## config.mk

```make
export PLATFORM = sky130hd
export DESIGN_NAME = intr_controller_flat
export DESIGN_NICKNAME = d
export VERILOG_FILES = /design/src/rtl/intr_controller_if.sv /design/src/rtl/intr_controller.sv /design/src/flat_wrapper.sv
export SDC_FILE = /design/constraint.sdc
export NUM_CORES = 1
export LEC_CHECK = 0
export CAP_MARGIN = 5
export CORE_MARGIN = 2
export CORE_UTILIZATION = 40
export DETAILED_ROUTE_END_ITERATION = 12
export MAX_ROUTING_LAYER = met4
export PLACE_DENSITY = 0.75
export SYNTH_ARGS = -nofsm -noshare
export SYNTH_HDL_FRONTEND = slang
export SYNTH_SLANG_ARGS = --single-unit
```

## constraint.sdc

```tcl
create_clock -name clk -period 6.9 [get_ports clk]
set_clock_uncertainty 0.15 [all_clocks]
set_input_delay 1.38 -clock clk [delete_from_list [all_inputs] [get_ports clk]]
set_output_delay 1.38 -clock clk [all_outputs]
set_load 0.03 [all_outputs]
```

## src/rtl/intr_controller_if.sv

```systemverilog
// Bus bundle between the MCU wrapper and the interrupt controller.
// Carries the peripheral request lines, the MCU IO-bus write side
// (port_id/out_port/io_strb), the read-data return and the INTR line.
//   master : MCU/wrapper side, drives requests and the IO bus
//   slave  : intr_controller side, returns read data and INTR
interface intr_controller_if #(
   parameter int N_SRC = 4
);
   logic [N_SRC-1:0] irq;
   logic [7:0]       port_id;
   logic [7:0]       out_port;
   logic             io_strb;
   logic [7:0]       in_data;
   logic             intr;

   modport master (
      output irq, port_id, out_port, io_strb,
      input  in_data, intr
   );

   modport slave (
      input  irq, port_id, out_port, io_strb,
      output in_data, intr
   );
endinterface

```

## src/rtl/intr_controller.sv

```systemverilog
// Interrupt scheduler for the single MCU INTR input.
// Latches rising edges from up to 8 sources into a pending vector, gates
// them with a mask register and grants them round-robin, one at a time.
// Ports:
//   clk    in  system clock (MCU clock)
//   rst_n  in  asynchronous active-low reset
//   bus    slave modport: irq, port_id, out_port, io_strb in;
//          in_data (combinational read mux), intr out
//
// state  | meaning
// IDLE   | no interrupt outstanding, INTR=0, waiting for an eligible source
// ACTIVE | INTR=1 for source grant_q, waiting for an ack write
module intr_controller #(
   parameter int         N_SRC     = 4,
   parameter logic [7:0] MASK_ID   = 8'h60,
   parameter logic [7:0] ACK_ID    = 8'h61,
   parameter logic [7:0] STATUS_ID = 8'h62,
   parameter logic [7:0] PEND_ID   = 8'h63
) (
   input logic               clk,
   input logic               rst_n,
   intr_controller_if.slave  bus
);

   typedef enum logic {IDLE = 1'b0, ACTIVE = 1'b1} state_t;

   state_t           state_q, state_d;
   logic [2:0]       grant_q, grant_d;
   logic [2:0]       last_q,  last_d;
   logic [N_SRC-1:0] irq_q;
   logic [N_SRC-1:0] pend_q, pend_d;
   logic [N_SRC-1:0] mask_q;
   logic [N_SRC-1:0] elig;
   logic             mask_wr, ack_wr, ack_take;
   logic             win_found;
   logic [2:0]       win_idx;
   logic [3:0]       cand_sum;
   logic [2:0]       cand;

   assign mask_wr  = bus.io_strb && (bus.port_id == MASK_ID);
   assign ack_wr   = bus.io_strb && (bus.port_id == ACK_ID);
   assign ack_take = ack_wr && (state_q == ACTIVE);
   assign elig     = pend_q & mask_q;

   // Clear of the granted bit is applied first so a coincident new edge
   // on the same source survives.
   always_comb begin
      pend_d = pend_q;
      if (ack_take) begin
         for (int k = 0; k < N_SRC; k++) begin
            if (grant_q == 3'(k)) pend_d[k] = 1'b0;
         end
      end
      pend_d = pend_d | (bus.irq & ~irq_q);
   end

   always_ff @(posedge clk or negedge rst_n) begin
      if (!rst_n) begin
         irq_q  <= '0;
         pend_q <= '0;
         mask_q <= '0;
      end else begin
         irq_q  <= bus.irq;
         pend_q <= pend_d;
         if (mask_wr) mask_q <= bus.out_port[N_SRC-1:0];
      end
   end

   // Round-robin: candidates last+1, last+2, ... wrapping at N_SRC; the
   // sum never exceeds 2*N_SRC-1 so a single subtraction wraps it.
   always_comb begin
      win_found = 1'b0;
      win_idx   = '0;
      cand_sum  = '0;
      cand      = '0;
      for (int i = 1; i <= N_SRC; i++) begin
         cand_sum = {1'b0, last_q} + 4'(i);
         if (cand_sum >= 4'(N_SRC)) cand_sum = cand_sum - 4'(N_SRC);
         cand = cand_sum[2:0];
         for (int k = 0; k < N_SRC; k++) begin
            if (!win_found && (cand == 3'(k)) && elig[k]) begin
               win_found = 1'b1;
               win_idx   = cand;
            end
         end
      end
   end

   always_ff @(posedge clk or negedge rst_n) begin
      if (!rst_n) begin
         state_q <= IDLE;
         grant_q <= '0;
         last_q  <= 3'(N_SRC - 1);
      end else begin
         state_q <= state_d;
         grant_q <= grant_d;
         last_q  <= last_d;
      end
   end

   always_comb begin
      state_d = state_q;
      grant_d = grant_q;
      last_d  = last_q;
      case (state_q)
         IDLE: begin
            if (win_found) begin
               state_d = ACTIVE;
               grant_d = win_idx;
               last_d  = win_idx;
            end
         end
         ACTIVE: begin
            if (ack_wr) state_d = IDLE;
         end
         default: state_d = IDLE;
      endcase
   end

   always_comb begin
      bus.intr    = (state_q == ACTIVE);
      bus.in_data = 8'h00;
      case (bus.port_id)
         MASK_ID:   bus.in_data[N_SRC-1:0] = mask_q;
         STATUS_ID: bus.in_data = {(state_q == ACTIVE), 4'b0000, grant_q};
         PEND_ID:   bus.in_data[N_SRC-1:0] = pend_q;
         default:   bus.in_data = 8'h00;
      endcase
   end

endmodule

```

## src/flat_wrapper.sv

```systemverilog
// flat-port wrapper written by rule: the top's interface ports become plain ports
module intr_controller_flat 
#(
   parameter int         N_SRC     = 4,
   parameter logic [7:0] MASK_ID   = 8'h60,
   parameter logic [7:0] ACK_ID    = 8'h61,
   parameter logic [7:0] STATUS_ID = 8'h62,
   parameter logic [7:0] PEND_ID   = 8'h63
)
  (clk, rst_n, bus_irq, bus_port_id, bus_out_port, bus_io_strb, bus_in_data, bus_intr);
  intr_controller_if #(.N_SRC(N_SRC)) bus_i ();
  input logic clk;
  input logic rst_n;
  input wire logic [$bits(bus_i.irq)-1:0] bus_irq;
  input wire logic [$bits(bus_i.port_id)-1:0] bus_port_id;
  input wire logic [$bits(bus_i.out_port)-1:0] bus_out_port;
  input wire logic [$bits(bus_i.io_strb)-1:0] bus_io_strb;
  output wire logic [$bits(bus_i.in_data)-1:0] bus_in_data;
  output wire logic [$bits(bus_i.intr)-1:0] bus_intr;
  assign bus_i.irq = bus_irq;
  assign bus_i.port_id = bus_port_id;
  assign bus_i.out_port = bus_out_port;
  assign bus_i.io_strb = bus_io_strb;
  assign bus_in_data = bus_i.in_data;
  assign bus_intr = bus_i.intr;
  intr_controller #(.N_SRC(N_SRC), .MASK_ID(MASK_ID), .ACK_ID(ACK_ID), .STATUS_ID(STATUS_ID), .PEND_ID(PEND_ID)) u_core (.clk(clk), .rst_n(rst_n), .bus(bus_i));
endmodule
```

# Word level (Yosys, flattened, before mapping)

Cells that the tools add are included.

Add/sub/neg operators: 8
Magnitude comparators: 4
Equality and inequality tests: 19
Muxes and demuxes: 46
Bitwise gates (word level): 5
Reduce and logical (&&, ||, !) cells: 55

Operators by type and width:

| operator                                            | count |
|---|---|
| two-way mux 3 bit                                   | 20 |
| logical AND 1 bit                                   | 34 |
| equality test 8 x 7 -> 1 bit, second input constant | 4 |
| equality test 3 x 2 -> 1 bit, second input constant | 10 |
| two-way mux 1 bit                                   | 22 |
| >= comparator 4 x 3 -> 1 bit, second input constant | 4 |
| equality test 3 x 1 -> 1 bit, second input constant | 5 |
| zero test 1 bit                                     | 15 |
| zero test 3 bit                                     | 5 |
| one-hot mux 4 bit (3 select lines)                  | 1 |
| subtractor 3 bit, second input constant             | 4 |
| adder 3 x 2 -> 4 bit, second input constant         | 2 |
| AND 4 bit                                           | 2 |
| two-way mux 4 bit                                   | 2 |
| adder 3 x 1 -> 4 bit, second input constant         | 1 |
| adder 3 x 3 -> 4 bit, second input constant         | 1 |
| inverter 4 bit                                      | 1 |
| bitwise OR 4 bit                                    | 1 |
| one-hot mux 1 bit (2 select lines)                  | 1 |
| AND reduction 2 bit                                 | 1 |
| inverter 1 bit                                      | 1 |

Flip-flop bits (word level): 19
Bits of input ports: 23
Output and inout bits: 9
Logic and storage cells: 143

# Depth between registers and ports, before layout

Gate-level depths: netlist of run 1.

Word-level depth: 68
Depth in mapped cells: 8

# Least setup slack after synthesis of run 1

Ideal clock, no wire load.

Kind: input port to output port
From: input bus_port_id[3]
To: output bus_in_data[7]
Arrival: 2.557 ns
Setup slack: 2.813 ns
Stages: 3
Buffers on the path: 0
Path through: nor4b_4 > nand3b_4 > nor3_1

Longest elaborated chain between the ends: 2

RTL lines:

| element                      | RTL line               | RTL |
|---|---|---|
| start, declared              | flat_wrapper.sv:15     | `input wire logic [$bits(bus_i.port_id)-1:0] bus_port_id;` |
| equality test 8 x 7 -> 1 bit | intr_controller.sv:123 | `case (bus.port_id)` |
| two-way mux 4 bit            | intr_controller.sv:123 |  |
| end, declared                | flat_wrapper.sv:18     | `output wire logic [$bits(bus_i.in_data)-1:0] bus_in_data;` |

Every way passes these cells.

# Worst setup path after layout of run 1

Same ends and word-level chain as after synthesis.

==> impl_metrics.csv, run 1 <==
group,metric,value,unit
critical_path,cp.required,5.37,ns
die,ios,32,
die,initial_core_util,0.416,
critical_path,start_kind,"input port",
detailed_routing,vias,1152,
power,p_leak,0.657,nW
critical_path,cp_max_fo,9,
die,die_w,60.1,um
clock_network,cts_buffer_depth,2,
clock_network,tritoncts,"built",
detailed_routing,drt-pass1-iter-count,4,
die,rows,20,
cells_and_area,finalNetCount,190,
clock_network,clkTransAtPathRegs,0.10,ns
timing,clock.fmax,0.209,GHz
critical_path,path_common_cell,"clkdlybuf4s50_1",
hold_path,min_from,"u_core.irq_q[2]",
die,core_region_area,3030,um^2
timing,setup_violations,0,
cells_and_area,drive_gt1_frac,0.108,
place,dp_hpwl,2300,um
synthesis,synthesis.yosys.warnings,0,
critical_path,critPathKind,"input port to primary output",
hold_path,worstHoldPathType,"flip-flop to flip-flop",
status,outcome,"complete, no violations",
cells_and_area,diodes,0,
die,die-area,3620,um^2
timing,tightest_slew,0.805,ns
critical_path,crit_family,"buffers and inverters",
clock_network,clkLatencyLatePin,0.30,ns
detailed_routing,wl_per_cell,15.1,um
detailed_routing,drt_iter0_markers,86,
synthesis,synth_edf_count,0,
detailed_routing,avgViaCountPerCell,5.70,
timing,rsz0062_at_grt,"no",
detailed_routing,ant_nets,0,
die,die_y,60.1,um
critical_path,crit_buf_inv,2,
synthesis,syn-cell-area,1260,um^2
clock_network,root_buffer,"clkbuf_4",
place,place.gp.congestion,0.929,
critical_path,end_kind,"primary output",
timing,finalMaxSlewViolations,0,
synthesis,ys_top_cells_by_area,"dfrtp_1 (32%), ha_1 (7.9%), nand3_1 (7.5%)",
critical_path,cp-startpoint,"bus_port_id[3]",
synthesis,avgSynthCellArea,9.33,um^2
synthesis,async_flop_share,1.00,
clock_network,clock_sinks,18,
timing,max_slew_margin,0.462,
synthesis,yosysUniqueCellTypes,44,
synthesis,seq_area_frac_synth,0.359,
synthesis,synth_top_area_frac,0.318,
synthesis,synth_seq_cells,18,
synthesis,netlist.top_cell.by_area,"dfrtp_1",
power,total_power,0.000265,W
grt,antenna_found_initial,0,
clock_network,cts_hold_buf,0,
place,io_buffers,24,
critical_path,slowest_delay,0.70,ns
critical_path,cp_slowest_cell,"clkdlybuf4s50_1",
grt,grt_first_pass_wirelength,5350,um
clock_network,htreeDepth,1,
flow_run,maxCapViolations,0,
clock_network,cts.repair.resized,0,
grt,grt_pass1_vias,1187,
grt,grt_use_total,0.203,
power,powerDensity,170,nW/um^2
timing,fin_crit_sh,0.695,
clock_network,post-cts-setup-buffers,0,
timing,hold_violations,0,
detailed_routing,drc,0,
synthesis,syn_inst,135,
synthesis,ys.flop_type,"dfrtp_1",
timing,period_needed,4.79,ns
grt,overflow,0,
detailed_routing,routed_wl,3050,um
critical_path,path_cells,"clkdlybuf4s50_1 -> nor4b_4 -> nand3b_4 -> nor3_1 -> clkdlybuf4s50_1",
cells_and_area,area_delta_synth_final,23.6,%
clock_network,numCtsBuffers,3,
critical_path,critical_path_arrival,3.26,ns
power,irDropWorstVdd,105,uV
grt,grt_max_degree,19,
timing,setup_tns,0,ns
-- cell usage after synthesis, drive strengths merged, types with 2 or more instances --
cell and n:
nand4 2, nor3 3, a21boi 2, a22o 4
nor2 10, a21oi 4, ha 8, and2 2
mux2i 3, buf 5, dfrtp 16, nand3b 2
nand3 19, clkbuf 2, mux2 4, nor4b 2
a31oi 4, inv 9, nand2 11, dfstp 2
-- layout by cell type, fill, tap and decap left out, types with 2 or more instances in the layout --
cell and n:
nor4b_4 2, a22o_1 4, dfrtp_1 16, clkdlybuf4s50_1 24, and2_1 2, nand4_1 2, inv_1 9, nand3_1 19
ha_1 8, conb_1 3, dfstp_2 2, mux2_2 4, nand2_1 11, nor3_1 3, mux2i_1 3, nor2_1 10
a21oi_1 4, clkbuf_4 3, a31oi_1 4
-- cell families after synthesis --
group,synth area share
xor+xnor,0.00695
other cells,0.00298
flops,0.359
fa+ha+maj,0.0794
mux,0.0596
compound gates,0.169
buf+inv,0.0596
simple gates,0.263
-- metrics by stage --
step                std cells  hold slack [ns]  area (um^2)  worst slack [ns]   util
floorplan                 137            0.382         1270              2.81      -
global placement          198            0.395         1520              2.13  0.502
detailed placement        198            0.400         1520              2.11  0.502
CTS                       202            0.429         1560              2.10  0.514
global route              202            0.441         1560              1.96  0.514
finish                    202            0.422         1560              2.11  0.514
-- path summary, 6_finish.rpt --
check	end	slack (ns)	cells after the start
min in group asynchronous	u_core.mask_q[1]	1.38	1
hold reg to reg	u_core.pend_q[2]	0.42	2
hold / removal	u_core.pend_q[2]	0.42	2
setup reg to reg	u_core.grant_q[0]	4.43	7
setup / recovery	bus_in_data[7]	2.11	5
max in group asynchronous	u_core.irq_q[3]	4.72	1
-- tightest hold or removal path: cells and delay by family, from the launching register on --
family | cells | cell delay (ns)
buffers and inverters | 1 | 0.05
AO/OA/AOI/OAI | 1 | 0.12
flip-flops | 1 | 0.37
-- flip-flops by register name, summed over array words and instances, names as in the netlist, named ones only --
register	count
u_core.irq_q	4
u_core.mask_q	4
u_core.pend_q	4
u_core.grant_q	2
u_core.last_q	2
u_core.bus.intr	1
-- area by class of cell --
cell class / instances / area (um^2)
Sequential cell: 18 / 453
Fill cell: 287 / 1470
Multi-Input combinational cell: 103 / 739
Timing Repair Buffer: 24 / 240
Inverter: 9 / 33.8
Clock buffer: 4 / 36.3
Tap cell: 44 / 55.1
-- power by group --
group / switching, W / internal [W]
Sequential: 0.0000108 / 0.000115
Clock: 0.0000339 / 0.0000322
Combinational: 0.0000394 / 0.0000339
Total: 0.0000841 / 0.000181
-- per-layer routing --
layer | global-route usage | up-vias | share of wire
li1 | - | 535 | -
met1 | 0.233 | 534 | 0.42
met2 | 0.323 | 70 | 0.46
met3 | 0.0693 | 13 | 0.096
met4 | 0.0794 | 0 | 0.018
met5 | - | - | 0
No activity file was read; power rests on OpenSTA's default activity.
==> run 2, diff against run 1 <==
Settings changed: PLACE_DENSITY 0.75 to 0.78.
Clock period 6.9 ns to 3.9 ns, I/O delays scaled along.
==> run 2 against run 1 <==
Effect of this change: non-clock buffer count is the same; largest cell class unchanged; design area is the same; critical path type unchanged; sequential cell count is the same; hold slack gained 0.0058 ns; first-iteration DRC count shrank 50%; final cell count is the same; total power grew 75%; count of clock-buffer cells in the layout is the same.
==> impl_metrics.csv, run 2 (synthesis gave the netlist of run 1 again) <==
group,metric,value,unit
critical_path,cp.required,2.97,ns
detailed_routing,dr_wl_met2,1380,um
critical_path,critPathKind,"input port to primary output",
clock_network,cts.repair.resized,0,
power,total_power,0.000463,W
die,die-area,3620,um^2
timing,setup_violations,0,
die,rows,20,
grt,grt_first_pass_wirelength,5060,um
clock_network,cts_hold_buf,0,
grt,grt_use_total,0.190,
timing,period_needed,3.60,ns
timing,hold_ws,0.428,ns
grt,antenna_found_initial,0,
power,switching_share,0.310,
die,die_w,60.1,um
critical_path,cp_max_fo,11,
cells_and_area,layout_common_cells,"clkdlybuf4s50_1 (24), nand3_1 (19), dfrtp_1 (16)",
grt,grt_pass1_vias,1109,
timing,rsz0062_at_grt,"no",
hold_path,worstHoldPathType,"flip-flop to flip-flop",
die,initial_core_util,0.416,
die,core_region_area,3030,um^2
cells_and_area,area_delta_synth_final,23.6,%
flow_run,maxCapViolations,0,
detailed_routing,wl_met3,213,um
power,irDropWorstVdd,154,uV
cells_and_area,drive_gt1_frac,0.108,
die,ios,32,
detailed_routing,drt-met1-wl,1290,um
cells_and_area,finalNetCount,190,
power,p_switching,0.000144,W
detailed_routing,drt-pass1-iter-count,4,
timing,fin_crit_sh,0.922,
timing,setup_tns,0,ns
power,p_leak,0.657,nW
detailed_routing,drt_iter0_markers,43,
clock_network,clkLatencyLatePin,0.30,ns
timing,hold_violations,0,
timing,finalMaxSlewViolations,0,
critical_path,start_kind,"input port",
cells_and_area,fillers,288,
grt,grt_max_degree,19,
detailed_routing,dr.max_layer_used,"met4",
clock_network,tritoncts,"built",
clock_network,clkTransAtPathRegs,0.09,ns
status,outcome,"complete, no violations",
critical_path,critical_path_arrival,2.67,ns
clock_network,numCtsBuffers,3,
detailed_routing,avgViaCountPerCell,5.64,
detailed_routing,routed_wl,2940,um
detailed_routing,vias,1140,
power,p_seq_frac,0.479,
power,powerDensity,297,nW/um^2
clock_network,clock_sinks,18,
detailed_routing,wl_per_cell,14.5,um
detailed_routing,ant_nets,0,
place,place_inst,198,
detailed_routing,drc,0,
clock_network,htreeDepth,1,
clock_network,cts_buffer_depth,2,
power,p_int,0.000319,W
cells_and_area,diodes,0,
place,dp_hpwl,2280,um
clock_network,root_buffer,"clkbuf_4",
power,power_frac_clock,0.245,
cells_and_area,top_regs,"u_core.irq_q: 4 flops, u_core.mask_q: 4 flops, u_core.pend_q: 4 flops",
place,place.gp.congestion,0.912,
die,die_y,60.1,um
cells_and_area,final_cell_count_no_fill,202,
clock_network,post-cts-setup-buffers,0,
power,pwr-share-comb,0.276,
timing,clock.fmax,0.278,GHz
critical_path,end_kind,"primary output",
timing,max_slew_margin,0.446,
timing,tightest_slew,0.829,ns
grt,overflow,0,
cells_and_area,mostFrequentLayoutCell,"clkdlybuf4s50_1",
place,io_buffers,24,
==> run 2: cell counts in the layout (fill, tap and decap cells not counted) <==
Identical to the previous run, type by type.
==> run 2: critical path, cell delays in order <==
cell and delay (ns):
clkdlybuf4s50_1 0.76, mux2i_1 0.24, nor2_1 0.05, a31oi_1 0.18
nor2_1 0.06, clkdlybuf4s50_1 0.59
==> run 2: routing by layer <==
| layer | vias up | GRT usage |
|---|---|---|
| met4 | 0 | 0.0508 |
| met2 | 54 | 0.315 |
| met1 | 542 | 0.231 |
| met3 | 9 | 0.0433 |
| li1 | 535 | - |
| met5 | - | - |
==> run 2: cell type report <==
cell class | count | area (um^2) | area share
Inverter | 9 | 33.8 | 0.0217
Multi-Input combinational cell | 103 | 739 | 0.475
Clock buffer | 4 | 36.3 | 0.0233
Timing Repair Buffer | 24 | 240 | 0.154
Tap cell | 44 | 55.1 | 0.0353
Sequential cell | 18 | 453 | 0.291
==> run 2: power groups by stage <==
| stage | Sequential [W] | Clock [W] | Combinational [W] |
|---|---|---|---|
| finish | 0.000222 | 0.000113 | 0.000128 |
| CTS | 0.000222 | 0.000117 | 0.000126 |
| floorplan | 0.000220 | 0 | 0.0000855 |
| detailed placement | 0.000226 | 0 | 0.000125 |
| global placement | 0.000225 | 0 | 0.000121 |
| global route | 0.000225 | 0.000125 | 0.000140 |
==> run 2: metrics by stage <==
step                area, um^2  utilization  worst slack (ns)
floorplan                 1270            -              1.01
global placement          1520        0.502             0.325
detailed placement        1520        0.502             0.311
CTS                       1560        0.514             0.310
global route              1560        0.514             0.183
finish                    1560        0.514             0.305
==> run 2: path summary, 6_finish.rpt <==
path,start,end,slack (ns),cells past startpoint
min reg2reg,u_core.irq_q[1],u_core.pend_q[1],0.43,2
max,bus_port_id[1],bus_in_data[0],0.30,6
max reg2reg,u_core.last_q[1],u_core.grant_q[0],1.47,7
min,u_core.irq_q[1],u_core.pend_q[1],0.43,2
max in group asynchronous,rst_n,u_core.pend_q[3],2.27,1
min in group asynchronous,rst_n,u_core.mask_q[2],0.80,1
